[config.mk]
export PLATFORM = sky130hd
export DESIGN_NAME = alu
export DESIGN_NICKNAME = d
export VERILOG_FILES = /design/src/rtl/alu.sv
export SDC_FILE = /design/constraint.sdc
export NUM_CORES = 1
export LEC_CHECK = 0
export BUFFER_PORTS_ARGS = -buffer_cell sky130_fd_sc_hd__buf_4
export CAP_MARGIN = 30
export CORE_ASPECT_RATIO = 0.9
export CORE_MARGIN = 10
export CORE_UTILIZATION = 25
export DETAILED_ROUTE_END_ITERATION = 6
export PLACE_DENSITY = 0.4
export SYNTH_ARGS = -nofsm -noshare
export SYNTH_HDL_FRONTEND = slang
export SYNTH_SLANG_ARGS = --single-unit
export TNS_END_PERCENT = 50
[constraint.sdc]
create_clock -name clk -period 3 [get_ports clk]
set_clock_uncertainty 0.2 [all_clocks]
set_input_delay 0.3 -clock clk [delete_from_list [all_inputs] [get_ports clk]]
set_output_delay 0.3 -clock clk [all_outputs]
set_load 0.1 [all_outputs]
[src/rtl/alu.sv]
// Registered two-operand signed ALU.
// Operands are sign-extended to OUT_WIDTH, one of three operation sets is
// chosen by {a_en, b_en}, and the selected result is captured in a single
// OUT_WIDTH register. rst_n is a synchronous, active-high reset despite
// its name.
module alu #(
    parameter int IN_WIDTH  = 5,
    parameter int OUT_WIDTH = 6
) (
    input  logic                 clk,
    input  logic                 rst_n,
    input  logic [IN_WIDTH-1:0]  A,
    input  logic [IN_WIDTH-1:0]  B,
    input  logic                 a_en,
    input  logic                 b_en,
    input  logic [2:0]           a_op,
    input  logic [1:0]           b_op,
    input  logic                 ALU_en,
    output logic [OUT_WIDTH-1:0] C
);

    // The result must hold at least one extra bit beyond the operands so
    // that the sign extension below has a non-zero replication count.
    if (OUT_WIDTH < IN_WIDTH + 1) begin : g_width_check
        $error("alu: OUT_WIDTH must be at least IN_WIDTH+1");
    end

    // Operation set decoded from {ALU_en, a_en, b_en}.
    typedef enum logic [1:0] {
        SET_NONE = 2'd0,
        SET_A    = 2'd1,
        SET_B1   = 2'd2,
        SET_B2   = 2'd3
    } op_set_e;

    // Set A opcodes.
    typedef enum logic [2:0] {
        A_ADD  = 3'd0,
        A_SUB  = 3'd1,
        A_XOR  = 3'd2,
        A_AND  = 3'd3,
        A_OR   = 3'd4,
        A_XNOR = 3'd5
    } a_opc_e;

    // Set B1 opcodes.
    typedef enum logic [1:0] {
        B1_NAND = 2'd0,
        B1_ADD0 = 2'd1,
        B1_ADD1 = 2'd2
    } b1_opc_e;

    // Set B2 opcodes.
    typedef enum logic [1:0] {
        B2_XOR  = 2'd0,
        B2_XNOR = 2'd1,
        B2_DECA = 2'd2,
        B2_INCB = 2'd3
    } b2_opc_e;

    logic [OUT_WIDTH-1:0] a_ext;
    logic [OUT_WIDTH-1:0] b_ext;
    logic [OUT_WIDTH-1:0] sum_ab;
    logic [OUT_WIDTH-1:0] diff_ab;
    logic [OUT_WIDTH-1:0] xor_ab;
    logic [OUT_WIDTH-1:0] c_d;
    logic [OUT_WIDTH-1:0] c_q;
    op_set_e              op_set;

    assign a_ext   = {{(OUT_WIDTH-IN_WIDTH){A[IN_WIDTH-1]}}, A};
    assign b_ext   = {{(OUT_WIDTH-IN_WIDTH){B[IN_WIDTH-1]}}, B};
    assign sum_ab  = a_ext + b_ext;
    assign diff_ab = a_ext - b_ext;
    assign xor_ab  = a_ext ^ b_ext;

    // Decode the active operation set; anything undefined (including X/Z on
    // a control bit) falls to SET_NONE, which yields a zero result.
    always_comb begin
        op_set = SET_NONE;
        case ({ALU_en, a_en, b_en})
            3'b110:  op_set = SET_A;
            3'b101:  op_set = SET_B1;
            3'b111:  op_set = SET_B2;
            default: op_set = SET_NONE;
        endcase
    end

    // Result mux: compute the next value of C for the selected operation.
    always_comb begin
        c_d = '0;
        case (op_set)
            SET_A: begin
                case (a_op)
                    A_ADD:   c_d = sum_ab;
                    A_SUB:   c_d = diff_ab;
                    A_XOR:   c_d = xor_ab;
                    A_AND:   c_d = a_ext & b_ext;
                    A_OR:    c_d = a_ext | b_ext;
                    A_XNOR:  c_d = ~xor_ab;
                    default: c_d = '0;
                endcase
            end
            SET_B1: begin
                case (b_op)
                    B1_NAND: c_d = ~(a_ext & b_ext);
                    B1_ADD0: c_d = sum_ab;
                    B1_ADD1: c_d = sum_ab;
                    default: c_d = '0;
                endcase
            end
            SET_B2: begin
                case (b_op)
                    B2_XOR:  c_d = xor_ab;
                    B2_XNOR: c_d = ~xor_ab;
                    B2_DECA: c_d = a_ext - OUT_WIDTH'(1);
                    B2_INCB: c_d = b_ext + OUT_WIDTH'(2);
                    default: c_d = '0;
                endcase
            end
            default: c_d = '0;
        endcase
    end

    // Result register; synchronous reset (active-high rst_n) wins over all.
    always_ff @(posedge clk) begin
        if (rst_n) begin
            c_q <= '0;
        end else begin
            c_q <= c_d;
        end
    end

    assign C = c_q;

endmodule

Yosys cells after proc, flatten, opt, wreduce, memory -nomap -nowiden
Index checks and enable logic that the tools add are counted.
{"block": "word_totals", "ff_bits": 6, "inputBits": 20, "out_inout_bits": 6, "elab_cells": 32}
{"block": "classes", "add_sub_neg": 4, "eq_ne": 14, "n_mux": 5, "bitwise": 5, "reduce_logical": 3}
{"cell": "$pmux W6 S6", "n": 1}
{"cell": "$pmux W6 S4", "n": 1}
{"cell": "$pmux W6 S3", "n": 1}
{"cell": "$eq A3 B3 Y1 const B", "n": 5}
{"cell": "$not A6 Y6", "n": 2}
{"cell": "$pmux W6 S2", "n": 1}
{"cell": "$eq A2 B2 Y1 const B", "n": 4}
{"cell": "$add A5 B3 Y6 const B", "n": 1}
{"cell": "$add A5 B5 Y6", "n": 1}
{"cell": "$and A6 B6 Y6", "n": 1}
{"cell": "$eq A3 B2 Y1 const B", "n": 2}
{"cell": "$or A6 B6 Y6", "n": 1}
{"cell": "$pmux W2 S3", "n": 1}
{"cell": "$sub A5 B2 Y6 const B", "n": 1}
{"cell": "$sub A5 B5 Y6", "n": 1}
{"cell": "$xor A6 B6 Y6", "n": 1}
{"cell": "$eq A2 B1 Y1 const B", "n": 2}
{"cell": "$eq A3 B1 Y1 const B", "n": 1}
{"cell": "$logic_not A3 Y1", "n": 1}
{"cell": "$logic_not A2 Y1", "n": 1}
{"cell": "$reduce_or A2 Y1", "n": 1}

Logic depth before layout (Yosys ltp)
Gate-level depths: netlist of the first run.
{"block": "depth", "word_depth": 4, "ltp_mapped": 8, "depth_no_buf": 8}

Worst setup path before layout of the first run
No wires, ideal clock.
{"block": "synth_path", "path_type": "input-to-reg", "start": "in A[0]", "end": "reg c_q[1] (netlist: C[1])", "setup_time_ns": 0.131, "t_arrival_ns": 1.727, "setup_slack_ns": 0.942, "stages": 7, "n_path_buf": 0, "path_cell_list": "inv_1 ha_1 fa_1 inv_1 mux4_2 o211ai_1 a21oi_1"}
{"block": "synth_between", "elab_chain_len": 3, "word_cells_on_any_way": 7}
{"element": "start: declaration", "line": "12", "text": "input logic [IN_WIDTH-1:0] A,"}
{"element": "$sub A5 B5 Y6 (tied with other cells)", "line": "73", "text": "assign diff_ab = a_ext - b_ext;"}
{"element": "$pmux W6 S6 (tied with other cells)", "line": "93", "text": "case (a_op)"}
{"element": "$pmux W6 S3 *", "line": "91", "text": "case (op_set)"}
{"element": "end signal: assignment", "line": "127", "text": "c_q <= '0;"}
{"element": "end signal: assignment", "line": "129", "text": "c_q <= c_d;"}
{"element": "end: declaration", "line": "67", "text": "logic [OUT_WIDTH-1:0] c_q;"}
Every way passes the cells marked *; elsewhere a longest branch is shown, timed or not.
A chain may end at the register's enable or synchronous reset.

Final worst setup path of the first run
{"block": "layout_path", "start": "in A[0]", "end": "reg c_q[4] (netlist: C[4])"}
Same word-level chain as after synthesis.

==> flow_summary.yaml, run 1 <==
synthesis:
  synth-seq-area-share: 0.0840
  mappedNetlistNets: 230
  synth.cell_area_mm2: 0.00143
  synth_top_cell_by_area: "ha_1"
  ys_top_cells_by_area: "ha_1 (18%), dfxtp_1 (8.4%), inv_1 (6.6%), mux2i_1 (5.6%), o211ai_1 (4.7%)"
  netlist_instances: 187
  synth_top_area_frac: 0.184
  synth_seq_cells: 6
  synth_edf_count: 0
  synth_warnings: 0
  synth_flop_cell: "dfxtp_1"
  syn_avg_cell_area_um2: 7.65
  ys_types: 51
  async_flop_share: 0
clock_network:
  post-cts-setup-buffers: 0
  cts.path.max_buffers: 2
  cts_made_buffers: 3
  clkSinkCount: 6
  post_cts_resized: 0
  clockRootBuffer: "clkbuf_8"
  cts_tree: "done"
  hold_buffers: 0
  cts.htree.levels: 1
  cts.clk_slew.worst_paths_ps: 30
die:
  core_mm2: 0.00563
  fp.dieH_um: 91.8
  dieArea_mm2: 0.00915
  io_pins: 26
  start_util: 0.254
  die_x_um: 99.7
  rows: 26
layout:
  fin_area_mm2: 0.00169
  drive_gt1_frac: 0.166
  largest_reg_flops: 6
  final_core_util: 0.300
  antenna_cells: 0
  nets: 250
  layout_common_cells: "buf_4 (26), inv_1 (25), ha_1 (21)"
  final_common_cell: "buf_4"
  area_growth_pct: 18.1
  n_fill_cell: 622
  final_cells: 275
pwr:
  pwr-share-clk: 0.273
  seqPwrFrac: 0.185
  p_switching_uw: 184
  p_int_uw: 265
  peakVddDrop_v: 0.000131
  combPwrFrac: 0.541
  power_density_mw_per_mm2: 266
  swShare: 0.410
  power_leakage_uw: 0.000773
setup_path:
  max_stage_delay_ps: 470
  crit_buf_inv: 1
  worstPathCellList: "buf_4 -> ha_1 -> fa_1 -> a211oi_1 -> a21oi_1 -> mux2i_1 -> a311oi_1 -> a31oi_1"
  cp.arrival_ps: 2090
  cp-start-kind: "input pin"
  critPathTopFamily: "compound AO/OA/AOI/OAI gates"
  path_class: "in2reg"
  worst_path_max_delay_cell: "fa_1"
  critPathCaptureType: "register"
  cp_data_required_time_ps: 2890
  crit_fanout: 5
global_routing:
  grt_antenna_before_repair: 0
  grt_pass1_vias: 1505
  grt_max_degree: 22
  grt_pass1_wl_mm: 7.73
  grt-ovfl-total: 0
  track_usage: 0.102
detailed_routing:
  ant_nets: 0
  wire_per_inst_um: 17.0
  wl_mm: 4.68
  vias_per_cell: 5.37
  drt_iter0_drc: 115
  drt_first_pass_iters: 5
  drc_errors: 0
  vias: 1477
place:
  placement.io_buffers: 25
  postPlaceCellArea_mm2: 0.00165
  place_hpwl_mm: 3.75
  dp_cells: 272
  place.gp.congestion: 0.807
  pre_cts_slack_ps: 595
sta:
  setup-tns-final_ps: 0
  finalCriticalPeriod_ps: 2200
  fmax_mhz: 455
  post-route-period-util: 0.733
  slew_headroom: 0.695
  drv_slew: 0
  timing_hold_violations_final: 0
  tightestPinTransition_ps: 455
  rsz0062_at_grt: "no"
  setup_viol: 0
  setup_slack_ps: 802
run_status:
  status: "complete, no violations"
worst_hold_path:
  hold_path_class: "in2reg"
job:
  drv_cap: 0
## layer usage
metal	track usage	share of wire	vias up
met1	0.141	0.48	713
li1	-	-	719
met5	0	0	-
met3	0.0188	0.054	4
met2	0.163	0.46	41
met4	0.0155	0.0047	0
## power groups by stage
stage / Combinational, µW / Sequential (µW) / Clock [µW]
final: 243 / 83.4 / 123
after global routing: 270 / 83.7 / 127
after CTS: 244 / 83.4 / 126
after detailed placement: 242 / 84.6 / 0
after global placement: 246 / 84.6 / 0
after floorplan: 151 / 103 / 0
## logic make-up after synthesis
kind of cell,after synthesis,share of synthesized area
compound gates,59,0.297
xor+xnor,6,0.0367
fa+ha+maj,23,0.212
buf+inv,36,0.111
flops,6,0.0840
mux,11,0.0875
simple gates,46,0.172
## cell usage after synthesis, types with 2 or more instances
cell type  number
o21ai_0        13
nor2b_1         6
xnor2_1         2
nor3_1          3
o211ai_1        9
xor2_1          4
fa_1            2
a31oi_1         5
clkbuf_1        4
and3_1          3
nand2_1        13
buf_6           2
a22oi_1         4
nor2_1          4
inv_1          25
o21bai_1        2
ha_1           21
mux2i_1         8
a222oi_1        4
nand3_1         5
buf_2           4
dfxtp_1         6
nand2b_1        5
a21oi_1         6
## per-stage QoR
stage	power [µW]	hold WS, ps
finish	450	53.6
CTS	453	51.9
detailed placement	327	286
global placement	331	284
floorplan	255	163
global route	481	56.0
## layout make-up
| class | count | area [µm²] | share of cell area |
|---|---|---|---|
| sequential | 6 | 120 | 0.0711 |
| inverter | 25 | 93.8 | 0.0556 |
| tap | 70 | 87.6 | 0.0519 |
| multi-input combinational | 145 | 1150 | 0.681 |
| timing repair buffer | 26 | 195 | 0.116 |
| clock buffer | 3 | 41.3 | 0.0244 |
## path summary, 6_finish.rpt
kind / start / end / slack (ps) / depth (start not counted)
max: A[0] / C[4] / 800 / 8
min: rst_n / C[5] / 50 / 2
No activity file was read; power rests on OpenSTA's default activity.
==> inputs of run 2 (changes only) <==
- PLACE_DENSITY: 0.4 -> 0.42
- clock period: 3 -> 1.84 ns (I/O delays scaled with it)
==> run 2 against run 1 <==
Compared with the run above: largest cell class unchanged; core utilization grew 8.5 points; first-iteration DRC count shrank 23%; clock-buffer cell count is the same.
==> flow_summary.yaml, run 2 (synthesis gave the netlist of run 1 again) <==
run_status:
  status: "complete, no violations"
die:
  dieArea_mm2: 0.00915
  io_pins: 26
  die_x_um: 99.7
  rows: 26
  fp.dieH_um: 91.8
  start_util: 0.254
  core_mm2: 0.00563
clock_network:
  cts.path.max_buffers: 2
  clkSinkCount: 6
  cts_tree: "done"
  post-cts-setup-buffers: 0
  cts.htree.levels: 1
  cts_made_buffers: 3
  clockRootBuffer: "clkbuf_8"
  cts.clk_slew.worst_paths_ps: 40
layout:
  nets: 298
  n_fill_cell: 590
  area_growth_pct: 51.6
  layout_common_cells: "buf_4 (70), inv_1 (23), ha_1 (16)"
  final_core_util: 0.385
  largest_reg_flops: 6
  antenna_cells: 0
  multi_input_area_mm2: 0.00126
  final_common_cell: "buf_4"
  regArea_um2: 120
  drive_gt1_frac: 0.383
job:
  drv_cap: 0
place:
  place_hpwl_mm: 4.18
  place.gp.congestion: 0.782
  pre_cts_slack_ps: -225
  placement.io_buffers: 25
global_routing:
  track_usage: 0.108
  grt-ovfl-total: 0
  grt_pass1_vias: 1600
  grt_antenna_before_repair: 0
  grt_pass1_wl_mm: 8.09
  grt_max_degree: 13
pwr:
  power_leakage_uw: 0.00102
  power_density_mw_per_mm2: 402
  peakVddDrop_v: 0.000179
setup_path:
  cp.arrival_ps: 1660
  crit_fanout: 3
  cp_data_required_time_ps: 1740
  critPathCaptureType: "register"
  cp-start-kind: "input pin"
  path_class: "in2reg"
sta:
  fmax_mhz: 566
  setup_viol: 0
  drv_slew: 0
  tightestPinTransition_ps: 433
  hold_slack_ps: 190
  rsz0062_at_grt: "yes"
  finalCriticalPeriod_ps: 1770
  post-route-period-util: 0.960
  setup_slack_ps: 73.0
  slew_headroom: 0.710
  setup-tns-final_ps: 0
  timing_hold_violations_final: 0
worst_hold_path:
  hold_path_class: "in2reg"
  hold_depth: 3
  min_from: "b_en"
  min_to: "C[0]"
detailed_routing:
  vias: 1601
  wl_mm: 5.06
  drc_errors: 0
  drt_first_pass_iters: 4
  ant_nets: 0
  wire_per_inst_um: 15.7
  vias_per_cell: 4.96
  drt_iter0_drc: 89
[run 2: how the worst max path moves through the flow]
stage	start	endpoint	slack, ps	cells after the start
3_5_place_dp	B[0]	C[1]	-230	7
3_3_place_gp	A[1]	C[3]	-240	8
6_report	A[0]	C[1]	70	8
5_1_grt	B[3]	C[4]	-30	10
4_1_cts	A[0]	C[4]	5	8
2_1_floorplan	A[0]	C[1]	-40	7
[run 2: per-stage QoR]
step	instances	cell area [µm²]	total power, µW
after global placement	319	2010	627
after global routing	323	2170	936
after CTS	323	2060	848
final	323	2170	871
after floorplan	187	1440	418
after detailed placement	319	2010	624
[run 2: area by class of cell]
class                      count  share of cell area
multi-input combinational    145               0.579
timing repair buffer          74               0.263
sequential                     6              0.0554
inverter                      25              0.0433
tap                           70              0.0404
clock buffer                   3              0.0190
[run 2: timing repair]
item	4_1_cts	5_1_grt
endpoints found under the setup margin	0	4
hold endpoints to repair	2	0
gates resized for setup	0	20
hold buffers	1	0
[run 2: where the power goes]
part           switching [µW]  internal [µW]  total (µW)
registers                1.58            135         136
clock network            72.5            142         215
logic                     270            249         520
[run 2: critical path, cell delays in order]
cell,delay (ps)
buf_6,90
inv_2,40
ha_4,150
fa_1,480
inv_1,40
mux4_2,430
o211ai_1,170
a21oi_1,80
[run 2: per-layer routing]
metal	share of wire	vias to the layer above	track usage
li1	-	818	-
met1	0.48	752	0.146
met2	0.48	31	0.178
met3	0.040	0	0.0135
met4	0	0	0.0179
met5	0	-	0
==> inputs of run 3 (changes only) <==
==> constraint.sdc (replaced) <==
create_clock -name clk -period 1.84 [get_ports clk]
set_clock_uncertainty 0.2 [all_clocks]
set_input_delay 0.092 -clock clk [delete_from_list [all_inputs] [get_ports clk]]
set_output_delay 0.092 -clock clk [all_outputs]
set_load 0.1 [all_outputs]
==> run 3 against run 2 <==
Compared with the run above: core utilization decreased by 2.9 points; die area unchanged; non-clock buffer count decreased by 10; first-iteration DRC count rose by 10%; clock power down 9.8%; wire length fell by 5.0%; global-route usage fell by 0.28 points; via count shrank 1.1%; critical path depth unchanged; clock-buffer cell count unchanged; hold slack got worse by 74 ps; fmax down 0.83%.
==> flow_summary.yaml, run 3 (synthesis gave the netlist of run 1 again) <==
sta:
  rsz0062_at_grt: "yes"
  post-route-period-util: 0.968
  timing_hold_violations_final: 0
  setup_viol: 0
  slew_headroom: 0.717
  tightestPinTransition_ps: 423
  fmax_mhz: 561
  finalCriticalPeriod_ps: 1780
  drv_slew: 0
detailed_routing:
  wire_per_inst_um: 15.3
  vias: 1583
  ant_nets: 0
  wl_mm: 4.80
  drt_iter0_drc: 98
  drt_first_pass_iters: 5
  vias_per_cell: 5.06
  drc_errors: 0
global_routing:
  grt_pass1_vias: 1704
  grt-ovfl-total: 0
  grt_max_degree: 16
  track_usage: 0.105
  grt_pass1_wl_mm: 8.12
  grt_antenna_before_repair: 0
pwr:
  p_int_uw: 492
  swShare: 0.387
  power_density_mw_per_mm2: 400
  seqPwrFrac: 0.169
  peakVddDrop_v: 0.000272
  p_switching_uw: 311
  power_leakage_uw: 0.000960
  combPwrFrac: 0.589
  pwr-share-clk: 0.241
setup_path:
  critPathCaptureType: "register"
  crit_fanout: 3
  critPathTopFamily: "adder cells"
  crit_buf_inv: 3
  max_stage_delay_ps: 490
  path_class: "in2reg"
  worst_path_max_delay_cell: "fa_1"
  cp_data_required_time_ps: 1730
  cp.arrival_ps: 1670
  cp-start-kind: "input pin"
  worstPathCellList: "buf_6 -> inv_4 -> ha_4 -> fa_1 -> inv_1 -> mux4_2 -> o211ai_1 -> a21oi_1"
layout:
  drive_gt1_frac: 0.309
  final_core_util: 0.357
  final_cells: 313
  nets: 288
  antenna_cells: 0
  area_growth_pct: 40.3
  layout_common_cells: "buf_4 (61), inv_1 (24), ha_1 (20)"
  largest_reg_flops: 6
  final_common_cell: "buf_4"
  n_fill_cell: 606
place:
  dp_cells: 307
  placement.io_buffers: 25
  place.gp.congestion: 0.816
  place_hpwl_mm: 3.97
clock_network:
  clockRootBuffer: "clkbuf_8"
  clkSinkCount: 6
  cts_tree: "done"
  cts.path.max_buffers: 2
  cts.clk_slew.worst_paths_ps: 40
  cts.htree.levels: 1
  cts_made_buffers: 3
job:
  drv_cap: 0
die:
  rows: 26
  fp.dieH_um: 91.8
  io_pins: 26
  die_x_um: 99.7
  core_mm2: 0.00563
  start_util: 0.254
  dieArea_mm2: 0.00915
worst_hold_path:
  hold_path_class: "in2reg"
run_status:
  status: "complete, no violations"
## run 3: power groups by stage
stage | sequential (µW) | clock (µW) | combinational [µW]
after floorplan | 169 | 0 | 247
after global placement | 138 | 0 | 462
after detailed placement | 138 | 0 | 460
after CTS | 136 | 198 | 465
after global routing | 136 | 210 | 524
final | 136 | 194 | 473
## run 3: worst paths after layout
kind,from,to,slack [ps],cells after the start
setup / recovery,A[0],C[1],60,8
hold / removal,ALU_en,C[4],120,3
## run 3: cell type report
cell class / count / area [µm²] / share of cell area
clock buffer: 3 / 41.3 / 0.0206
inverter: 25 / 96.3 / 0.0480
multi-input combinational: 145 / 1170 / 0.584
sequential: 6 / 120 / 0.0599
tap: 70 / 87.6 / 0.0436
timing repair buffer: 64 / 490 / 0.244
## run 3: timing repair
action | 4_1_cts | 5_1_grt
endpoints found under the hold margin | 2 | 0
endpoints found under the setup margin | 1 | 5
setup buffers | 0 | 2
gates cloned | 0 | 0
hold buffers | 1 | 0
resized for setup | 1 | 6
pin swaps | 0 | 4
## run 3: per-layer routing
metal / vias up / share of wire / global-route usage / wire length, µm
li1: 795 / - / - / -
met1: 734 / 0.48 / 0.140 / 2290
met2: 52 / 0.45 / 0.168 / 2160
met3: 2 / 0.068 / 0.0263 / 326
met4: 0 / 0.0044 / 0.0155 / 21
met5: - / 0 / 0 / 0
## run 3: metrics by stage
stage	setup TNS [ps]	power (µW)	setup slack [ps]	hold slack (ps)	cell area, µm²
after floorplan	-7.33	415	-7.33	-44.7	1430
after global placement	-836	600	-215	87.2	1910
after detailed placement	-777	598	-224	83.0	1910
after CTS	0	799	26.4	107	1970
after global routing	-25.2	870	-21.7	163	2010
final	0	803	58.2	116	2010
